## src/rtl/weight_col_feeder.sv

```systemverilog
// rtl/weight_col_feeder.sv - north-edge weight source for one systolic-array column
// Optional feature macro: WEIGHT_FEEDER_COUNT_CHECK_EN (per-tile entry count check on tile_err).
module weight_col_feeder #(
    parameter int SYSTOLIC_ARRAY_WIDTH = 16,
    parameter int DATA_WIDTH_IN        = 8,
    parameter int FIFO_DEPTH           = 4,
    localparam int IW = (SYSTOLIC_ARRAY_WIDTH > 1) ? $clog2(SYSTOLIC_ARRAY_WIDTH) : 1
) (
    input  logic                            clk,
    input  logic                            rst_n,
    input  logic                            s_valid,
    output logic                            s_ready,
    input  logic signed [DATA_WIDTH_IN-1:0] s_weight,
    input  logic [IW-1:0]                   s_index,
    input  logic                            s_last,
    input  logic                            col_enabled,
    input  logic                            switch_ack,
    output logic                            wf_accept_w,
    output logic signed [DATA_WIDTH_IN-1:0] wf_weight,
    output logic [IW-1:0]                   wf_index,
    output logic                            load_done,
    output logic                            busy,
    output logic                            tile_err
);
    localparam int PW = $clog2(FIFO_DEPTH);
    localparam int EW = DATA_WIDTH_IN + IW + 1;
    localparam int CW = $clog2(SYSTOLIC_ARRAY_WIDTH + 1);

    typedef enum logic [1:0] {IDLE, STREAM, DRAIN, WAIT_SW} state_t;

    logic [EW-1:0] r_mem [FIFO_DEPTH];
    logic [PW:0]   r_wr_ptr;
    logic [PW:0]   r_rd_ptr;
    logic          r_ready_en;
    state_t        r_state;
    logic [CW-1:0] r_drain_cnt;
    logic          r_accept;
    logic signed [DATA_WIDTH_IN-1:0] r_weight;
    logic [IW-1:0] r_index;
    logic          r_load_done;

    logic          w_full;
    logic          w_empty;
    logic          w_push;
    logic          w_pop;
    logic [EW-1:0] w_head;
    logic          w_head_last;

    assign w_full      = (r_wr_ptr[PW] != r_rd_ptr[PW]) && (r_wr_ptr[PW-1:0] == r_rd_ptr[PW-1:0]);
    assign w_empty     = (r_wr_ptr == r_rd_ptr);
    assign s_ready     = r_ready_en && !w_full;
    assign w_push      = s_valid && s_ready;
    assign w_pop       = ((r_state == IDLE) || (r_state == STREAM)) && !w_empty && col_enabled;
    assign w_head      = r_mem[r_rd_ptr[PW-1:0]];
    assign w_head_last = w_head[0];

    always_ff @(posedge clk) begin
        if (w_push) begin
            r_mem[r_wr_ptr[PW-1:0]] <= {s_weight, s_index, s_last};
        end
    end

    always_ff @(posedge clk or negedge rst_n) begin
        if (!rst_n) begin
            r_wr_ptr    <= '0;
            r_rd_ptr    <= '0;
            r_ready_en  <= 1'b0;
            r_state     <= IDLE;
            r_drain_cnt <= '0;
            r_accept    <= 1'b0;
            r_weight    <= '0;
            r_index     <= '0;
            r_load_done <= 1'b0;
        end else begin
            r_ready_en  <= 1'b1;
            r_load_done <= 1'b0;
            r_accept    <= w_pop;
            r_weight    <= w_pop ? $signed(w_head[EW-1 -: DATA_WIDTH_IN]) : '0;
            r_index     <= w_pop ? w_head[IW:1] : '0;
            if (w_push) begin
                r_wr_ptr <= r_wr_ptr + 1'b1;
            end
            if (w_pop) begin
                r_rd_ptr <= r_rd_ptr + 1'b1;
            end
            case (r_state)
                IDLE, STREAM: begin
                    // Counter is loaded so it reads full width while the last entry is on wf_*
                    if (w_pop) begin
                        if (w_head_last) begin
                            r_state     <= DRAIN;
                            r_drain_cnt <= CW'(SYSTOLIC_ARRAY_WIDTH);
                        end else begin
                            r_state <= STREAM;
                        end
                    end
                end
                DRAIN: begin
                    // Stay in DRAIN during the load_done cycle so a same-cycle switch_ack is ignored
                    if (r_drain_cnt == '0) begin
                        r_state <= WAIT_SW;
                    end else begin
                        r_drain_cnt <= r_drain_cnt - 1'b1;
                        r_load_done <= (r_drain_cnt == CW'(1));
                    end
                end
                WAIT_SW: begin
                    if (switch_ack && col_enabled) begin
                        r_state <= IDLE;
                    end
                end
                default: r_state <= IDLE;
            endcase
        end
    end

    assign wf_accept_w = r_accept;
    assign wf_weight   = r_weight;
    assign wf_index    = r_index;
    assign load_done   = r_load_done;
    assign busy        = (r_state != IDLE);

`ifdef WEIGHT_FEEDER_COUNT_CHECK_EN
    logic [CW:0] r_issue_cnt;
    logic        r_tile_err;
    logic [CW:0] w_cnt_next;

    assign w_cnt_next = (r_issue_cnt == '1) ? r_issue_cnt : r_issue_cnt + 1'b1;

    always_ff @(posedge clk or negedge rst_n) begin
        if (!rst_n) begin
            r_issue_cnt <= '0;
            r_tile_err  <= 1'b0;
        end else begin
            r_tile_err <= 1'b0;
            if (w_pop) begin
                if (w_head_last) begin
                    r_tile_err  <= (w_cnt_next != (CW+1)'(SYSTOLIC_ARRAY_WIDTH));
                    r_issue_cnt <= '0;
                end else begin
                    r_issue_cnt <= w_cnt_next;
                end
            end
        end
    end

    assign tile_err = r_tile_err;
`else
    assign tile_err = 1'b0;
`endif
endmodule

```

## config.mk

```make
export PLATFORM = sky130hd
export DESIGN_NAME = weight_col_feeder
export DESIGN_NICKNAME = d
export VERILOG_FILES = /design/src/rtl/weight_col_feeder.sv
export SDC_FILE = /design/constraint.sdc
export NUM_CORES = 1
export LEC_CHECK = 0
export BUFFER_PORTS_ARGS = -buffer_cell sky130_fd_sc_hd__buf_2
export CORE_MARGIN = 3
export CORE_UTILIZATION = 52
export DETAILED_ROUTE_END_ITERATION = 12
export PLACE_DENSITY = 0.86
export SLEW_MARGIN = 20
export SYNTH_ARGS = -nofsm -noshare
export SYNTH_HDL_FRONTEND = slang
export SYNTH_SLANG_ARGS = --single-unit
```

## constraint.sdc

```tcl
create_clock -name clk -period 1.85 [get_ports clk]
set_input_delay 0.37 -clock clk [delete_from_list [all_inputs] [get_ports clk]]
set_output_delay 0.37 -clock clk [all_outputs]
set_load 0.01 [all_outputs]
```

==> qor.yml, run 1 <==
antenna_found_initial: 0
mostFrequentLayoutCells: "edfxtp_1 (52), buf_2 (32), dfrtp_1 (25)"
finalHoldViolations: 0
slew-limit-headroom_pct: 56.43
rsz0062_at_grt: "false"
yosys-top-cells-area: "edfxtp_1 (49%), dfrtp_1 (22%), mux4_2 (9.2%)"
p_sw_share_pct: 30.92
dieArea_um2: 7073
rr_endpoint: "r_drain_cnt[1]$_DFFE_PN0P_"
end_kind: "primary output"
syn_nets: 202
hold-worst-slack_ns: 0.04043
drtIter0Drc: 129
fin_tns_setup_ns: 0
power_frac_comb_pct: 34.5
vias_per_cell: 5.377
cts_buffer_depth: 2
r2r_slack_ns: 0.12
synthToLayoutAreaGrowth_pct: 17.24
worstMarginPinSlew_ns: 0.6536
synth.yosys.warnings: 0
p_leak_nw: 1.517
postRouteAntennaNets: 0
hold_class: "input pin to async pin"
power_density_nw_per_um2: 1521
route.detailed.drc: 0
ir_drop_mv: 0.7936
fin_crit_ns: 1.769
cts_max_level: 3
synth-seq-cells: 80
clockRootBuffer: "clkbuf_8"
die_h_um: 84.10
required_ns: 1.48
grt_use_total_pct: 16.93
nNetsFinal: 254
setup_viol: 0
synth_top_area_share_pct: 49.23
dieWidth_um: 84.10
syn_avg_cell_area_um2: 17.92
post-dp-hpwl_mm: 3.359
seqPwrFrac_pct: 44.9
r2r_cells: 5
wl_per_cell_um: 17.15
num_vias: 1640
final_common_cell: "edfxtp_1"
synth.distinct_cells: 36
antenna_cells: 0
cts_tree: "done"
clock_skew_ns: 0.01158
drv_slew: 0
grt_pass1_vias: 1758
gp_congestion: 0.7812
cts.sink_count: 80
portBuffers: 33
synth_top_area_cell: "edfxtp_1"
initial_core_util_pct: 55.56
numCtsBuffers: 9
fp-row-count: 27
crit_arrival_ns: 1.40
r2r_start: "r_wr_ptr[1]$_DFFE_PN0P_"
firstDrtPassIters: 4
synthesis.area_um2: 3172
path_max_fanout: 3
fin_crit_sh_pct: 95.64
internal_power_mw: 3.906
power_frac_clock_pct: 20.6
status: "finished clean"
grt_pass1_wl_mm: 8.749
routed_wl_mm: 5.231
max_freq_ghz: 0.5652
fill_cells: 385
netlist_instances: 177
ioPinCount: 35
drive_gt1_share_pct: 35.62
clock_latency_ns: 0.35
grt-ovfl-total: 0
cts_hold_buf: 0
cap_viol_max_count: 0
power.switching_mw: 1.749
ys_seq_area_share_pct: 71.32
start_kind: "flip-flop"
worst_setup_hold_path_clk_slew_ns: 0.08
critPathKind: "flip-flop to primary output"
grt_max_degree: 29
core_region_area_um2: 5709
## final cells by class
class	count	area, um2	area share [%]
timing repair buffer	47	301.5	8.109
tap	72	90.09	2.423
inverter	9	33.78	0.9085
clock buffer	11	131.4	3.533
sequential	80	2266	60.94
multi-input combinational	82	849.6	22.85
clock inverter	4	46.29	1.245
## power groups by stage
stage	registers, mW	logic [mW]	clock network (mW)
2_1_floorplan	2.57	1.24	0
3_3_place_gp	2.55	1.73	0
3_5_place_dp	2.56	1.79	0
4_1_cts	2.53	1.95	1.21
5_1_grt	2.58	2.14	1.30
6_report	2.54	1.95	1.17
## cells by family after synthesis
kind of cell,share of synthesized area (%)
flops,71.32
simple gates,5.957
mux,10.61
buf+inv,2.406
compound gates,4.024
xor+xnor,2.682
fa+ha+maj,2.761
other cells,0.2368
## through the flow
stage | cells | total power, mW | instance area, um2 | setup slack, ns | util [%]
after floorplan | 177 | 3.811 | 3173 | 0.009836 | -
after global placement | 286 | 4.274 | 3486 | 0.1800 | 61.06
after detailed placement | 286 | 4.357 | 3486 | 0.1181 | 61.06
after CTS | 304 | 5.688 | 3701 | 0.002912 | 64.83
after global routing | 305 | 6.009 | 3719 | 0.009883 | 65.13
final | 305 | 5.655 | 3719 | 0.08072 | 65.13
## how the worst max path moves through the flow
stage / start / endpoint / slack, ns
2_1_floorplan: r_rd_ptr[1]$_DFFE_PN0P_ / r_mem[2][0]$_DFFE_PP_ / 0.01
3_3_place_gp: r_wr_ptr[1]$_DFFE_PN0P_ / r_mem[3][4]$_DFFE_PP_ / 0.18
5_1_grt: r_wr_ptr[1]$_DFFE_PN0P_ / s_ready / 0.01
4_1_cts: r_wr_ptr[0]$_DFFE_PN0P_ / s_ready / 0.003
6_report: r_rd_ptr[2]$_DFFE_PN0P_ / s_ready / 0.08
3_5_place_dp: r_wr_ptr[1]$_DFFE_PN0P_ / r_mem[3][12]$_DFFE_PP_ / 0.12
## critical path, stage by stage, from the launching register on
cell and delay, ns:
dfrtp_1 0.43, xor2_1 0.23, a31oi_2 0.13, buf_4 0.16, buf_6 0.11
## metal layers
layer	track usage (%)	vias up	share of wire [%]
met2	28.41	58	55
met5	0	-	0
met1	19.21	816	37
met4	6.579	0	1.7
met3	7.206	11	7.1
li1	-	755	-
## synthesized netlist by cell type, drive strengths merged
cell,instances
edfxtp,52
dfrtp,28
and2,13
mux4,13
inv,9
ha,7
nand2,6
buf,5
nor2,5
and3,4
xnor2,4
xor2,4
mux2,3
o21ai,3
a21oi,2
conb,2
nand2b,2
a211oi,1
a21boi,1
a22o,1
a311oi,1
a31o,1
a31oi,1
a41o,1
a41oi,1
and4b,1
clkbuf,1
mux2i,1
nand3,1
nor3b,1
o22a,1
or2,1
## registers in the layout, summed over array words and instances (netlist names)
name	cells
wf_accept_w	1
r_rd_ptr	3
r_ready_en	1
r_wr_ptr	3
r_mem	52
wf_weight	8
r_drain_cnt	5
wf_index	4
load_done	1
r_state	2
## timing repair
| action | 4_1_cts | 5_1_grt |
|---|---|---|
| endpoints found under the setup margin | 1 | 4 |
| pin swaps | 3 | 3 |
| resized for setup | 2 | 4 |
| endpoints found under the hold margin | 0 | 0 |
| buffers inserted | 3 | 1 |
Power figures use the tool's default switching activity.
==> run 2, diff against run 1 <==
Settings changed: CORE_MARGIN 3 to 8.
==> qor.yml, run 2 (same netlist as run 1, synthesis figures left out) <==
required_ns: 1.48  # about the same
fp-row-count: 28  # +3.7%
fin_tns_setup_ns: 0  # unchanged
crit_arrival_ns: 1.44  # +0.04 ns
end_kind: "primary output"
start_kind: "flip-flop"
clock_skew_ns: 0.008032  # -0.003552 ns
ir_drop_mv: 0.9378  # +18%
critPathKind: "flip-flop to primary output"
antenna_cells: 0  # unchanged
nNetsFinal: 259  # +2.0%
die_h_um: 94.10  # +12%
cts.sink_count: 80  # unchanged
route.detailed.drc: 0  # unchanged
portBuffers: 33  # unchanged
final_common_cell: "edfxtp_1"
firstDrtPassIters: 4  # unchanged
routed_wl_mm: 5.296  # +1.2%
rsz0062_at_grt: "true"
fin_crit_sh_pct: 97.81  # +2.2 points
vias_per_cell: 5.287  # -1.7%
layout.area.seq_um2: 2263  # -0.11%
finalHoldViolations: 0  # unchanged
dieArea_um2: 8855  # +25%
wl_met1_mm: 2.086  # +8.6%
worst_setup_hold_path_clk_slew_ns: 0.08  # about the same
cts_buffer_depth: 2  # unchanged
multi_input_comb_area_um2: 834.6  # -1.8%
status: "finished clean"
topRoutingLayerUsed: "met4"
grt_use_total_pct: 13.03  # -3.9 points
num_vias: 1660  # +1.2%
initial_core_util_pct: 53.57  # -2.0 points
cts_max_level: 3  # unchanged
drive_gt1_share_pct: 37.24  # +1.6 points
crit_chain: "xnor2_2 > a31oi_2 > buf_4 > buf_6"
gp_congestion: 0.7802  # -0.13%
fill_cells: 408  # +6.0%
antenna_found_initial: 0  # unchanged
largest_register_ffs: 52  # unchanged
hold_class: "input pin to async pin"
clockRootBuffer: "clkbuf_8"
slew-limit-headroom_pct: 57.45  # +1.0 points
core_region_area_um2: 5921  # +3.7%
synthToLayoutAreaGrowth_pct: 18.93
grt_max_degree: 29  # unchanged
drtIter0Drc: 39  # -70%
wl_per_cell_um: 16.87  # -1.7%
grt_pass1_vias: 1766  # +0.46%
dieWidth_um: 94.10  # +12%
ioPinCount: 35  # unchanged
max_stage_delay_ns: 0.44  # about the same
r2r_start: "r_rd_ptr[0]$_DFFE_PN0P_"
cp_num_buf_inv: 2  # unchanged
wl_met2_mm: 2.804  # -1.6%
finalInstanceArea_um2: 3772  # +1.4%
drv_slew: 0  # unchanged
power_density_nw_per_um2: 1550  # +1.9%
post-dp-hpwl_mm: 3.602  # +7.2%
cap_viol_max_count: 0  # unchanged
grt-ovfl-total: 0  # unchanged
slowest_stage: "dfrtp_2"
p_leak_nw: 1.555  # +2.5%
cp_top_family: "flip-flops"
critical_path.startpoint: "r_rd_ptr[0]$_DFFE_PN0P_"
path_max_fanout: 3  # unchanged
setup_viol: 0  # unchanged
worstMarginPinSlew_ns: 0.6382  # -0.01538 ns
clock_latency_ns: 0.34  # about the same
numCtsBuffers: 9  # unchanged
postRouteAntennaNets: 0  # unchanged
max_freq_ghz: 0.5526  # -2.2%
cts_tree: "done"
wl_met3_um: 270  # -27%
placed_area_um2: 3492  # +0.18%
mostFrequentLayoutCells: "edfxtp_1 (52), buf_2 (32), dfrtp_1 (27)"
fin_crit_ns: 1.809  # +0.04019 ns
grt_pass1_wl_mm: 8.355  # -4.5%
hold-worst-slack_ns: 0.04079  # +0.0003570 ns
run 2: cell count changes in the layout (fill, tap and decap cells not counted), moves of 2 or more:
cell,before,now
buf_4,12,18
clkinv_1,2,0
dfrtp_1,25,27
dfrtp_2,3,1
run 2: cell type report:
type | instances | area share [%]
Sequential cell | 80 | 60.00
Multi-Input combinational cell | 82 | 22.12
Timing Repair Buffer | 52 | 8.657
Clock buffer | 10 | 3.383
Tap cell | 75 | 2.488
Clock inverter | 6 | 2.454
Inverter | 9 | 0.8955
run 2: metal layers:
layer | vias up | global-route usage (%)
li1 | 767 | -
met1 | 835 | 14.16
met2 | 48 | 21.94
met3 | 10 | 3.038
met4 | 0 | 9.379
met5 | - | 0
run 2: path summary, 6_finish.rpt:
path                                         endpoint  slack [ns]  depth (start not counted)
max                                           s_ready        0.04                          4
max reg2reg                     r_mem[1][2]$_DFFE_PP_        0.11                          6
min                             wf_accept_w$_DFF_PN0_        0.04                          1
min reg2reg                r_drain_cnt[4]$_DFFE_PN0P_        0.49                          1
max in group asynchronous     r_rd_ptr[0]$_DFFE_PN0P_        1.35                          1
min in group clk                r_mem[0][3]$_DFFE_PP_        0.24                          1
run 2: timing repair:
action | in CTS | in global routing
gates resized for setup | 1 | 2
setup buffers | 5 | 2
endpoints found under the hold margin | 0 | 0
endpoints found under the setup margin | 1 | 1
pin swaps | 3 | 2
hold buffers | 0 | 0
run 2: stage by stage:
| step | cells | setup slack, ns | utilization [%] | power (mW) |
|---|---|---|---|---|
| after floorplan | 177 | 0.009836 | - | 3.811 |
| after global placement | 291 | 0.2057 | 58.98 | 4.287 |
| after detailed placement | 291 | 0.1229 | 58.98 | 4.361 |
| after CTS | 312 | 0.02075 | 63.36 | 5.875 |
| after global routing | 314 | -0.02682 | 63.72 | 6.178 |
| final | 314 | 0.04053 | 63.72 | 5.846 |
run 2: where the power goes:
group          leakage (nW)  internal [mW]  switching [mW]
sequential            0.829           2.30           0.187
clock                 0.108          0.769           0.613
combinational         0.617           1.01           0.961
==> run 3, diff against run 2 <==
Clock period 1.85 ns to 1.5 ns, I/O delays scaled along.
==> qor.yml, run 3 (same netlist as run 1, synthesis figures left out) <==
status: "complete, but fails checks"
violations: "negative setup slack"
cts_tree: "done"
start_kind: "flip-flop"
fin_crit_ns: 1.714
grt_pass1_vias: 2050  # +16%
vias_per_cell: 5.493  # +3.9%
post-dp-hpwl_mm: 3.865  # +7.3%
clock_skew_ns: 0.01567  # +0.007640 ns
postRouteAntennaNets: 0  # unchanged
dieArea_um2: 8855  # unchanged
fin_crit_sh_pct: 114.2
end_kind: "flip-flop"
path_max_fanout: 3  # unchanged
power_mw: 8.920  # +53%
finalHoldViolations: 0  # unchanged
initial_core_util_pct: 53.57  # unchanged
dieWidth_um: 94.10  # unchanged
rsz0062_at_grt: "true"
cap_viol_max_count: 0  # unchanged
routed_wl_mm: 7.240  # +37%
max_freq_ghz: 0.5836
synthToLayoutAreaGrowth_pct: 33.18
drive_gt1_share_pct: 52.27  # +15 points
gp_congestion: 0.7523  # -3.6%
slowest_stage: "dfrtp_2"
cts.sink_count: 80  # unchanged
antenna_cells: 0  # unchanged
fp-row-count: 28  # unchanged
num_vias: 1862  # +12%
ir_drop_mv: 1.199  # +28%
required_ns: 1.75  # +0.27 ns
power_density_nw_per_um2: 2112  # +36%
worst_setup_hold_path_clk_slew_ns: 0.09  # about the same
mostFrequentLayoutCells: "edfxtp_1 (52), buf_2 (31), buf_4 (27)"
final_common_cell: "edfxtp_1"
crit_chain: "xnor2_4 > buf_4 > a41oi_4 > a21boi_4 > mux2_4"
largest_register_ffs: 52  # unchanged
grt-ovfl-total: 0  # unchanged
cts_buffer_depth: 2  # unchanged
core_region_area_um2: 5921  # unchanged
wl_per_cell_um: 21.36  # +27%
setup_viol: 79  # +79
ioPinCount: 35  # unchanged
clockRootBuffer: "clkbuf_8"
hold_depth: 1
nNetsFinal: 284  # +9.7%
die_h_um: 94.10  # unchanged
grt_pass1_wl_mm: 10.85  # +30%
firstDrtPassIters: 4  # unchanged
max_stage_delay_ns: 0.46  # +0.02 ns
setup_slack_ns: -0.2136  # -0.2541 ns
antenna_found_initial: 0  # unchanged
portBuffers: 33  # unchanged
drtIter0Drc: 87  # +120%
crit_arrival_ns: 1.96  # +0.52 ns
r2r_cells: 5  # -1
drv_slew: 0  # unchanged
p_leak_nw: 1.735  # +12%
numCtsBuffers: 9  # unchanged
hold_class: "input pin to flip-flop"
critPathKind: "flip-flop to flip-flop"
fin_tns_setup_ns: -11.75  # -11.75 ns
cts_max_level: 3  # unchanged
grt_max_degree: 20  # -31%
grt_use_total_pct: 17.06  # +4.0 points
route.detailed.drc: 0  # unchanged
clock_latency_ns: 0.36  # +0.02 ns
[run 3: changes by cell type in the layout (fill, tap and decap cells not counted), sizes merged]
cell	previous run	this run
clkinv	2	1
dlygate4sd3	0	1
and3	4	8
clkbuf	10	11
bufinv	2	3
clkinvlp	1	0
buf	52	72
[run 3: layer usage]
layer,wire [um],track usage [%],vias up
li1,-,-,827
met1,2867,18.79,949
met2,3748,29.29,64
met3,392,4.796,22
met4,231,8.983,0
met5,0,0,-
[run 3: worst paths after layout]
check / startpoint / to / slack [ns]
worst max-delay path: r_wr_ptr[0]$_DFFE_PN0P_ / r_drain_cnt[1]$_DFFE_PN0P_ / -0.21
max in group asynchronous: rst_n / wf_index[0]$_DFF_PN0_ / 0.58
worst min-delay path: s_weight[6] / r_mem[3][11]$_DFFE_PP_ / 0.16
min in group asynchronous: rst_n / r_drain_cnt[4]$_DFFE_PN0P_ / 0.42
worst min register to register: r_drain_cnt[4]$_DFFE_PN0P_ / r_drain_cnt[4]$_DFFE_PN0P_ / 0.50
worst max register to register: r_wr_ptr[0]$_DFFE_PN0P_ / r_drain_cnt[1]$_DFFE_PN0P_ / -0.21
[run 3: layout make-up]
cell class | count | area (um2)
clock buffer | 11 | 141.4
clock inverter | 5 | 103.9
fill | 345 | 1697
inverter | 9 | 33.78
multi-input combinational | 86 | 1030
sequential | 80 | 2271
tap | 75 | 93.84
timing repair buffer | 73 | 550.5
[run 3: through the flow]
step	area, um2	setup WS [ns]	std cells	util [%]	hold slack (ns)
floorplan	3236	-0.09709	177	-	0.004409
global route	4224	-0.2540	339	71.34	0.1433
CTS	4123	-0.1914	335	69.63	0.1402
detailed placement	3598	-0.1694	299	60.78	0.2722
finish	4224	-0.2136	339	71.34	0.1588
global placement	3598	-0.1492	299	60.78	0.2625
[run 3: report_power, final]
group | switching, mW | internal, mW | total (mW)
clock | 0.788 | 1.16 | 1.94
sequential | 0.316 | 2.86 | 3.17
combinational | 1.71 | 2.09 | 3.80
[run 3: worst max-delay path, delay by kind of cell (launching register included)]
family          cells  cell delay, ns
mux                 1            0.32
buf+inv             1            0.16
flops               1            0.46
compound gates      2            0.50
xor+xnor            1            0.17
[run 3: what timing repair did]
action,CTS,global route
setup endpoints to repair,77,79
endpoints found under the hold margin,17,0
resized for setup,31,16
cloned,7,0
hold buffers,1,0
buffers inserted,13,4
pin swaps,15,12
